$ cat src/rtl/lsu_mem_access_if.sv
// Data-memory request/acknowledge bus between the load/store unit and data memory.
// Single outstanding request: req is held with we/addr/be/wdata stable until ack.
interface lsu_mem_access_if #(
    parameter int DATA_W = 32,
    parameter int ADDR_W = 32
);
    logic              req;
    logic              we;
    logic [ADDR_W-3:0] addr;
    logic [3:0]        be;
    logic [DATA_W-1:0] wdata;
    logic              ack;
    logic [DATA_W-1:0] rdata;

    modport master (
        output req, we, addr, be, wdata,
        input  ack, rdata
    );

    modport slave (
        input  req, we, addr, be, wdata,
        output ack, rdata
    );
endinterface

$ cat src/rtl/lsu_mem_access.sv
// Execute-side load/store memory access: big-endian lane steering, byte enables,
// load extraction/extension and effective-address return, one outstanding request.
module lsu_mem_access #(
    parameter int DATA_W = 32,
    parameter int ADDR_W = 32
) (
    input  logic              clk,
    input  logic              reset,
    input  logic              en,
    input  logic              we,
    input  logic [1:0]        mode,
    input  logic              exts,
    input  logic              return_dout,
    input  logic              do_request,
    input  logic [ADDR_W-1:0] addr,
    input  logic [DATA_W-1:0] wdata,
    output logic              stall,
    output logic              res_valid,
    output logic [DATA_W-1:0] res,
    output logic              misalign_err,
    lsu_mem_access_if.master  dmem
);

    typedef enum logic {IDLE, REQ} state_t;

    state_t            state;
    state_t            state_next;
    logic [1:0]        lat_mode;
    logic              lat_exts;
    logic              lat_ret;
    logic [ADDR_W-1:0] lat_addr;
    logic [3:0]        be_next;
    logic [DATA_W-1:0] wdata_next;
    logic              aligned;
    logic              accept;
    logic [7:0]        lane_byte;
    logic [15:0]       lane_half;
    logic [DATA_W-1:0] load_data;

    // req and stall come straight from the state register so an async reset drops them at once
    assign stall    = (state == REQ);
    assign dmem.req = (state == REQ);

    always_comb begin
        be_next    = 4'b0000;
        wdata_next = wdata;
        aligned    = 1'b1;
        case (mode)
            2'd1: begin
                be_next    = 4'b1000 >> addr[1:0];
                wdata_next = {4{wdata[7:0]}};
            end
            2'd2: begin
                be_next    = addr[1] ? 4'b0011 : 4'b1100;
                wdata_next = {2{wdata[15:0]}};
                aligned    = ~addr[0];
            end
            2'd3: begin
                be_next = 4'b1111;
                aligned = (addr[1:0] == 2'b00);
            end
            default: begin
                be_next = 4'b0000;
            end
        endcase
    end

    assign accept = (state == IDLE) && en && do_request && (mode != 2'd0) && aligned;

    always_comb begin
        lane_byte = dmem.rdata[31:24];
        case (lat_addr[1:0])
            2'd0: lane_byte = dmem.rdata[31:24];
            2'd1: lane_byte = dmem.rdata[23:16];
            2'd2: lane_byte = dmem.rdata[15:8];
            2'd3: lane_byte = dmem.rdata[7:0];
            default: lane_byte = dmem.rdata[31:24];
        endcase
        lane_half = lat_addr[1] ? dmem.rdata[15:0] : dmem.rdata[31:16];
        case (lat_mode)
            2'd1: load_data = lat_exts ? {{(DATA_W-8){lane_byte[7]}}, lane_byte}
                                       : {{(DATA_W-8){1'b0}}, lane_byte};
            2'd2: load_data = lat_exts ? {{(DATA_W-16){lane_half[15]}}, lane_half}
                                       : {{(DATA_W-16){1'b0}}, lane_half};
            default: load_data = dmem.rdata;
        endcase
    end

    always_ff @(posedge clk or posedge reset) begin
        if (reset) begin
            state <= IDLE;
        end else begin
            state <= state_next;
        end
    end

    always_comb begin
        state_next = state;
        case (state)
            IDLE: if (accept) state_next = REQ;
            REQ:  if (dmem.ack) state_next = IDLE;
            default: state_next = IDLE;
        endcase
    end

    always_ff @(posedge clk or posedge reset) begin
        if (reset) begin
            res_valid    <= 1'b0;
            res          <= '0;
            misalign_err <= 1'b0;
            dmem.we      <= 1'b0;
            dmem.addr    <= '0;
            dmem.be      <= 4'b0000;
            dmem.wdata   <= '0;
            lat_mode     <= 2'd0;
            lat_exts     <= 1'b0;
            lat_ret      <= 1'b0;
            lat_addr     <= '0;
        end else begin
            res_valid    <= 1'b0;
            misalign_err <= 1'b0;
            if (state == IDLE && en) begin
                if (!do_request) begin
                    res       <= DATA_W'(addr);
                    res_valid <= 1'b1;
                end else if (mode != 2'd0) begin
                    if (!aligned) begin
                        misalign_err <= 1'b1;
                    end else begin
                        dmem.we    <= we;
                        dmem.addr  <= addr[ADDR_W-1:2];
                        dmem.be    <= be_next;
                        dmem.wdata <= wdata_next;
                        lat_mode   <= mode;
                        lat_exts   <= exts;
                        lat_ret    <= return_dout;
                        lat_addr   <= addr;
                    end
                end
            end else if (state == REQ && dmem.ack) begin
                // a store only reports when it is an update form; a load always reports
                if (dmem.we) begin
                    if (!lat_ret) begin
                        res       <= DATA_W'(lat_addr);
                        res_valid <= 1'b1;
                    end
                end else begin
                    res       <= lat_ret ? load_data : DATA_W'(lat_addr);
                    res_valid <= 1'b1;
                end
            end
        end
    end

endmodule

$ cat src/flat_wrapper.sv
// flat-port wrapper written by rule: the top's interface ports become plain ports
module lsu_mem_access_flat 
#(
    parameter int DATA_W = 32,
    parameter int ADDR_W = 32
)
  (clk, reset, en, we, mode, exts, return_dout, do_request, addr, wdata, stall, res_valid, res, misalign_err, dmem_req, dmem_we, dmem_addr, dmem_be, dmem_wdata, dmem_ack, dmem_rdata);
  lsu_mem_access_if #(.DATA_W(DATA_W), .ADDR_W(ADDR_W)) dmem_i ();
  input  logic clk;
  input  logic reset;
  input  logic en;
  input  logic we;
  input  logic [1:0] mode;
  input  logic exts;
  input  logic return_dout;
  input  logic do_request;
  input  logic [ADDR_W-1:0] addr;
  input  logic [DATA_W-1:0] wdata;
  output logic stall;
  output logic res_valid;
  output logic [DATA_W-1:0] res;
  output logic misalign_err;
  output wire logic [$bits(dmem_i.req)-1:0] dmem_req;
  output wire logic [$bits(dmem_i.we)-1:0] dmem_we;
  output wire logic [$bits(dmem_i.addr)-1:0] dmem_addr;
  output wire logic [$bits(dmem_i.be)-1:0] dmem_be;
  output wire logic [$bits(dmem_i.wdata)-1:0] dmem_wdata;
  input wire logic [$bits(dmem_i.ack)-1:0] dmem_ack;
  input wire logic [$bits(dmem_i.rdata)-1:0] dmem_rdata;
  assign dmem_req = dmem_i.req;
  assign dmem_we = dmem_i.we;
  assign dmem_addr = dmem_i.addr;
  assign dmem_be = dmem_i.be;
  assign dmem_wdata = dmem_i.wdata;
  assign dmem_i.ack = dmem_ack;
  assign dmem_i.rdata = dmem_rdata;
  lsu_mem_access #(.DATA_W(DATA_W), .ADDR_W(ADDR_W)) u_core (.clk(clk), .reset(reset), .en(en), .we(we), .mode(mode), .exts(exts), .return_dout(return_dout), .do_request(do_request), .addr(addr), .wdata(wdata), .stall(stall), .res_valid(res_valid), .res(res), .misalign_err(misalign_err), .dmem(dmem_i));
endmodule
$ cat config.mk
export PLATFORM = sky130hd
export DESIGN_NAME = lsu_mem_access_flat
export DESIGN_NICKNAME = d
export VERILOG_FILES = /design/src/rtl/lsu_mem_access_if.sv /design/src/rtl/lsu_mem_access.sv /design/src/flat_wrapper.sv
export SDC_FILE = /design/constraint.sdc
export NUM_CORES = 1
export LEC_CHECK = 0
export ABC_AREA = 1
export CAP_MARGIN = 10
export CORE_AREA = 2 2 127 129
export DETAILED_ROUTE_END_ITERATION = 16
export DIE_AREA = 0 0 129 131
export PLACE_DENSITY = 0.83
export SYNTH_ARGS = -nofsm -noshare
export SYNTH_HDL_FRONTEND = slang
export SYNTH_SLANG_ARGS = --single-unit
$ cat constraint.sdc
create_clock -name clk -period 3.6 [get_ports clk]
set_input_delay 0.72 -clock clk [delete_from_list [all_inputs] [get_ports clk]]
set_output_delay 0.72 -clock clk [all_outputs]
set_load 0.02 [all_outputs]
==> results.sh, run 1 <==
export IMPL_status="complete, no violations"
export IMPL_postCtsSetupBuffers=0
export IMPL_slowest_stage="clkdlybuf4s50_1"
export IMPL_tightestPinTransition_ps=537
export IMPL_worst_path_largest_cell_delay_ps=460
export IMPL_min_to="u_core.dmem.wdata[5]$_DFFE_PP0P_"
export IMPL_synth_most_common_cell="nand2_1"
export IMPL_min_delay_path_class="flip-flop to flip-flop"
export IMPL_hold_viol_final=0
export IMPL_synth_ff_type="dfrtp_1"
export IMPL_required_ps=3880
export IMPL_period_share_pct=72.9
export IMPL_antenna_left=0
export IMPL_route_detailed_drc=0
export IMPL_grt_max_degree=95
export IMPL_cellLeakagePower_nw=3.94
export IMPL_hold_ws_ps=486
export IMPL_initial_utilization_pct=39.2
export IMPL_syn_area_um2=6120
export IMPL_die_height_um=131
export IMPL_die_x_um=129
export IMPL_post_route_min_period_ps=2620
export IMPL_maxSlewHeadroom_pct=64.1
export IMPL_routedWlPerCell_um=15.6
export IMPL_synthCells=826
export IMPL_power_density_nw_per_um2=887
export IMPL_total_power_w=0.00741
export IMPL_worst_ep_arrival_time_ps=2900
export IMPL_post_dp_hpwl_um=13600
export IMPL_synth_edf_count=0
export IMPL_ys_top_cells_by_count="nand2_1, dfrtp_1, o21ai_0"
export IMPL_setup_tns_ps=0
export IMPL_synth_area_per_cell_um2=7.40
export IMPL_ctsHoldBuffers=0
export IMPL_timing_rr_end="u_core.res[6]$_DFFE_PP0P_"
export IMPL_place_congestion=0.914
export IMPL_areaGrowthSynthToFinish_pct=36.6
export IMPL_synth_area_leader_cell="dfrtp_1"
export IMPL_clkPwrFrac_pct=13.8
export IMPL_ys_warn_count=0
export IMPL_pwr_share_comb_pct=56.0
export IMPL_path_class="primary input to flip-flop"
export IMPL_cts_root_buffer="clkbuf_16"
export IMPL_setup_viol=0
export IMPL_cts_made_buffers=9
export IMPL_htreeDepth=3
export IMPL_die_area_um2=16900
export IMPL_grt_util_all_layers_pct=22.3
export IMPL_cap_violations=0
export IMPL_clock_skew_ps=12.1
export IMPL_cts_buffer_depth=2
export IMPL_routed_wirelength_um=18700
export IMPL_via_per_inst=5.00
export IMPL_fmax_mhz=381
export IMPL_path_max_fanout=33
export IMPL_seqPwrFrac_pct=30.2
export IMPL_drive_gt1_share_pct=5.70
export IMPL_antenna_found_initial=0
export IMPL_rrSetupSlack_ps=1500
export IMPL_grt_overflow_total=0
export IMPL_synth_top_area_share_pct=44.2
export IMPL_antennaDiodeCount=0
export IMPL_rsz0062_at_grt="no"
export IMPL_synth_seq_cells=108
export IMPL_r2r_start="u_core.lat_mode[0]$_DFFE_PP0P_"
export IMPL_switching_power_w=0.00328
export IMPL_io_pins=209
export IMPL_seq_area_frac_synth_pct=44.2
export IMPL_core_area_um2=15600
export IMPL_r2r_cells=9
export IMPL_worstSetupStartpointType="primary input"
export IMPL_nets=1090
export IMPL_cpLargestDelayFamily="buffers and inverters"
export IMPL_synth_async_sr_flop_share_pct=100
export IMPL_grt_pass1_vias=5632
export IMPL_num_rows=46
export IMPL_clock_latency_ps=360
export IMPL_drv_slew=0
export IMPL_grt_pass1_wl_um=29000
export IMPL_cp_end_kind="flip-flop"
export IMPL_synth_fp_nets=938
export IMPL_peakVddDrop_v=0.000357
export IMPL_min_delay_start="u_core.dmem.wdata[5]$_DFFE_PP0P_"
export IMPL_clkTransAtPathRegs_ps=70
export IMPL_num_vias=5996
export IMPL_drt_iter0_drc=445
export IMPL_hold_depth=2
export IMPL_path_buf_inv=4
export IMPL_crit_chain="clkdlybuf4s50_1 > inv_1 > ha_1 > o21ai_0 > o21ai_1 > nand2_2 > inv_2 > buf_12 > nor2_1 > a31oi_1"
export IMPL_ctsResizeCount=0
export IMPL_clock_sinks=108
export IMPL_n_fill_cell=1443
export IMPL_dr_pass1_iters=5
export IMPL_port_buffers=208
export IMPL_synthTopCellsByArea="dfrtp_1, nand2_1, o21ai_0"
export IMPL_swShare_pct=44.4
export IMPL_p_int_w=0.00412
export IMPL_cts_tree="done"
export IMPL_synth_cell_types=32
## cells by family (layout without fill, tap and decap cells)
family                   after synthesis  count (layout)  synth area share, %
AND/OR/NAND/NOR                      372             372                 23.6
AO/OA/AOI/OAI                        202             202                 18.1
buffers and inverters                138             295                 12.9
flip-flops                           108             108                 44.2
adder cells (fa/ha/maj)                6               6                 1.23
## registers in the layout (all words and copies together), names as in the netlist
signal,flops
u_core.dmem.wdata,32
u_core.res,32
u_core.dmem.addr,29
u_core.dmem.be,4
u_core.lat_addr,3
u_core.lat_mode,2
u_core.dmem.req,1
u_core.dmem.we,1
u_core.lat_exts,1
u_core.lat_ret,1
u_core.misalign_err,1
u_core.res_valid,1
## power groups by stage
| stage | Clock [W] | Sequential, W | Combinational [W] |
|---|---|---|---|
| floorplan | 0 | 0.00260 | 0.00234 |
| global placement | 0 | 0.00224 | 0.00403 |
| detailed placement | 0 | 0.00223 | 0.00411 |
| CTS | 0.00105 | 0.00223 | 0.00413 |
| global route | 0.00109 | 0.00231 | 0.00456 |
| finish | 0.00103 | 0.00224 | 0.00414 |
## worst register-to-register path, cell delays in order (launching register included)
cell and delay, ps:
dfrtp_1 420, inv_1 70, ha_1 270, buf_4 330, inv_1 270, o21ai_1 260, a21oi_1 120, nand2_1 110
nand2_1 70, a21oi_2 110
## worst max path at each step
stage            start                           endpoint  slack (ps)  depth (start not counted)
2_1_floorplan    reset    u_core.dmem.addr[0]$_DFFE_PP0P_          30                          1
3_3_place_gp   mode[0]  u_core.dmem.wdata[28]$_DFFE_PP0P_         770                         10
3_5_place_dp   mode[0]  u_core.dmem.wdata[24]$_DFFE_PP0P_         620                         10
4_1_cts        mode[0]  u_core.dmem.wdata[28]$_DFFE_PP0P_        1000                         10
5_1_grt        mode[0]  u_core.dmem.wdata[12]$_DFFE_PP0P_         750                         10
6_report       mode[0]  u_core.dmem.wdata[28]$_DFFE_PP0P_         980                         10
## layout make-up
cell class              count  area (µm²)  area share, %
clock buffers              10         239           2.86
clock inverters             6        61.3          0.734
repair buffers            220        2230           26.7
well taps                 216         270           3.24
inverters                  59         224           2.68
flip-flops and latches    108        2700           32.4
multi-input cells         580        2630           31.4
## cell usage in the layout (no fill, tap or decap), types with 2 or more instances in the layout
cell type and n:
nand2_1 310, clkdlybuf4s50_1 208, dfrtp_1 108, o21ai_0 86
a21oi_1 74, inv_1 53, nor2_1 42, a31oi_1 18
nand3_1 9, clkbuf_16 9, buf_4 8, a21oi_2 6
o21ai_2 6, ha_1 6, inv_2 5, nand2_2 5
a22oi_1 5, o21ai_1 3, clkinv_2 3, buf_12 3
or2_2 2
## layer usage
| layer | vias up | GRT usage, % | share of wire [%] |
|---|---|---|---|
| met4 | 0 | 8.31 | 2.4 |
| met1 | 2777 | 28.7 | 41 |
| met5 | - | 0 | 0 |
| met2 | 285 | 37.1 | 48 |
| li1 | 2907 | - | - |
| met3 | 27 | 4.89 | 9.2 |
## per-stage QoR
stage                     util [%]  instances  setup WS, ps  cell area, µm²
after floorplan                  -        826          34.4            6120
after global placement        51.5       1182           772            8030
after detailed placement      51.5       1182           617            8030
after CTS                     53.4       1198           996            8330
after global routing          53.6       1199           750            8350
final                         53.6       1199           977            8350
(Power assumes the default switching activity.)
==> inputs of run 2 (changes only) <==
Clock period 3.6 ns to 2.26 ns, I/O delays scaled along.
==> results.sh, run 2 (synthesis gave the netlist of run 1 again) <==
export IMPL_status="complete, no violations"
export IMPL_path_class="primary input to flip-flop"
export IMPL_clock_skew_ps=13.3
export IMPL_cp_end_kind="flip-flop"
export IMPL_tightestPinTransition_ps=538
export IMPL_cts_buffer_depth=2
export IMPL_core_area_um2=15600
export IMPL_postLayoutCellArea_um2=8470
export IMPL_crit_chain="clkdlybuf4s50_1 > inv_1 > ha_1 > o21ai_0 > o21ai_1 > nand2_2 > buf_4 > o21ai_0"
export IMPL_die_area_um2=16900
export IMPL_multiInputGateArea_um2=2630
export IMPL_cpLargestDelayFamily="buffers and inverters"
export IMPL_hold_viol_final=0
export IMPL_path_max_fanout=31
export IMPL_grt_util_all_layers_pct=21.7
export IMPL_cts_tree="done"
export IMPL_grt_max_degree=67
export IMPL_timing_rr_end="u_core.res[2]$_DFFE_PP0P_"
export IMPL_slowest_stage="clkdlybuf4s50_1"
export IMPL_postCtsSetupBuffers=0
export IMPL_cts_root_buffer="clkbuf_16"
export IMPL_n_fill_cell=1469
export IMPL_worst_path_largest_cell_delay_ps=470
export IMPL_routedWlPerCell_um=15.2
export IMPL_dpl_cell_area_um2=8160
export IMPL_grt_overflow_total=0
export IMPL_port_buffers=208
export IMPL_drive_gt1_share_pct=6.83
export IMPL_cts_made_buffers=9
export IMPL_crit_start="mode[0]"
export IMPL_fmax_mhz=522
export IMPL_die_height_um=131
export IMPL_clock_latency_ps=360
export IMPL_via_per_inst=5.00
export IMPL_cpMostUsedCell="o21ai_0"
export IMPL_grt_pass1_wl_um=28600
export IMPL_worstSetupStartpointType="primary input"
export IMPL_endpoint="u_core.dmem.wdata[19]$_DFFE_PP0P_"
export IMPL_path_depth=8
export IMPL_layout_cells_non_filler=1211
export IMPL_clkTransAtPathRegs_ps=70
export IMPL_ctsHoldBuffers=0
export IMPL_cap_violations=0
export IMPL_path_buf_inv=3
export IMPL_drt_iter0_drc=306
export IMPL_clock_sinks=108
export IMPL_num_vias=6053
export IMPL_initial_utilization_pct=39.2
export IMPL_antenna_left=0
export IMPL_die_x_um=129
export IMPL_dp_cells=1195
export IMPL_grt_pass1_vias=5620
export IMPL_areaGrowthSynthToFinish_pct=38.5
export IMPL_antennaDiodeCount=0
export IMPL_peakVddDrop_v=0.000627
export IMPL_routed_wirelength_um=18400
export IMPL_post_route_min_period_ps=1920
export IMPL_post_dp_hpwl_um=13700
export IMPL_rrSetupSlack_ps=400
export IMPL_power_density_nw_per_um2=1400
export IMPL_rsz0062_at_grt="no"
export IMPL_mostFrequentLayoutCell="nand2_1"
export IMPL_route_detailed_drc=0
export IMPL_r2r_cells=9
export IMPL_nets=1102
export IMPL_period_share_pct=84.8
export IMPL_ctsResizeCount=0
export IMPL_final_cell_mix="nand2_1, clkdlybuf4s50_1, dfrtp_1"
export IMPL_worst_ep_arrival_time_ps=2140
export IMPL_largestRegisters="u_core.dmem.wdata x32, u_core.res x32, u_core.dmem.addr x29"
export IMPL_dr_pass1_iters=4
export IMPL_antenna_found_initial=0
export IMPL_place_congestion=0.856
export IMPL_r2r_start="u_core.lat_mode[0]$_DFFE_PP0P_"
export IMPL_maxSlewHeadroom_pct=64.2
export IMPL_drv_slew=0
export IMPL_required_ps=2480
export IMPL_io_pins=209
export IMPL_regArea_um2=2700
export IMPL_num_rows=46
export IMPL_htreeDepth=3
export IMPL_cellLeakagePower_nw=4.00
export IMPL_setup_viol=0
export IMPL_min_delay_path_class="flip-flop to flip-flop"
## run 2: how the worst min path moves through the flow
stage	from	end	depth (start not counted)
floorplan	u_core.dmem.addr[21]$_DFFE_PP0P_	u_core.dmem.addr[21]$_DFFE_PP0P_	2
global placement	u_core.res[15]$_DFFE_PP0P_	u_core.res[15]$_DFFE_PP0P_	2
detailed placement	u_core.res[20]$_DFFE_PP0P_	u_core.res[20]$_DFFE_PP0P_	2
CTS	u_core.res[0]$_DFFE_PP0P_	u_core.res[0]$_DFFE_PP0P_	2
global route	u_core.dmem.wdata[2]$_DFFE_PP0P_	u_core.dmem.wdata[2]$_DFFE_PP0P_	2
finish	u_core.res[22]$_DFFE_PP0P_	u_core.res[22]$_DFFE_PP0P_	2
## run 2: report_power, final
group	total [W]	switching, W	internal [W]	leakage, nW
sequential	0.00352	0.000671	0.00285	1.33
combinational	0.00665	0.00378	0.00288	2.53
clock	0.00167	0.000789	0.000879	0.147
## run 2: through the flow
step	power, W	hold WS (ps)	TNS [ps]	util, %	worst slack (ps)
floorplan	0.00786	468	0	-	506
global placement	0.0101	465	0	52.3	81.2
detailed placement	0.0102	469	-72.9	52.3	-16.3
CTS	0.0119	490	0	54.3	344
global route	0.0127	506	0	54.3	161
finish	0.0118	485	0	54.3	343
## run 2: tightest hold or removal path: stages (launching register included)
cell and delay [ps]:
dfrtp_1 350, nand2_1 50, nand2_1 60
## run 2: metal layers
metal	up-vias	wire length [µm]	global-route usage [%]
li1	2937	-	-
met4	0	640	10.2
met1	2790	7640	26.9
met3	39	1680	5.58
met5	-	0	0
met2	287	8460	35.5
## run 2: cell type report
class | count | area share, %
clock buffer | 9 | 2.66
clock inverter | 7 | 0.960
inverter | 59 | 2.66
multi-input combinational | 580 | 31.0
sequential | 108 | 31.9
tap | 216 | 3.19
timing repair buffer | 232 | 27.6
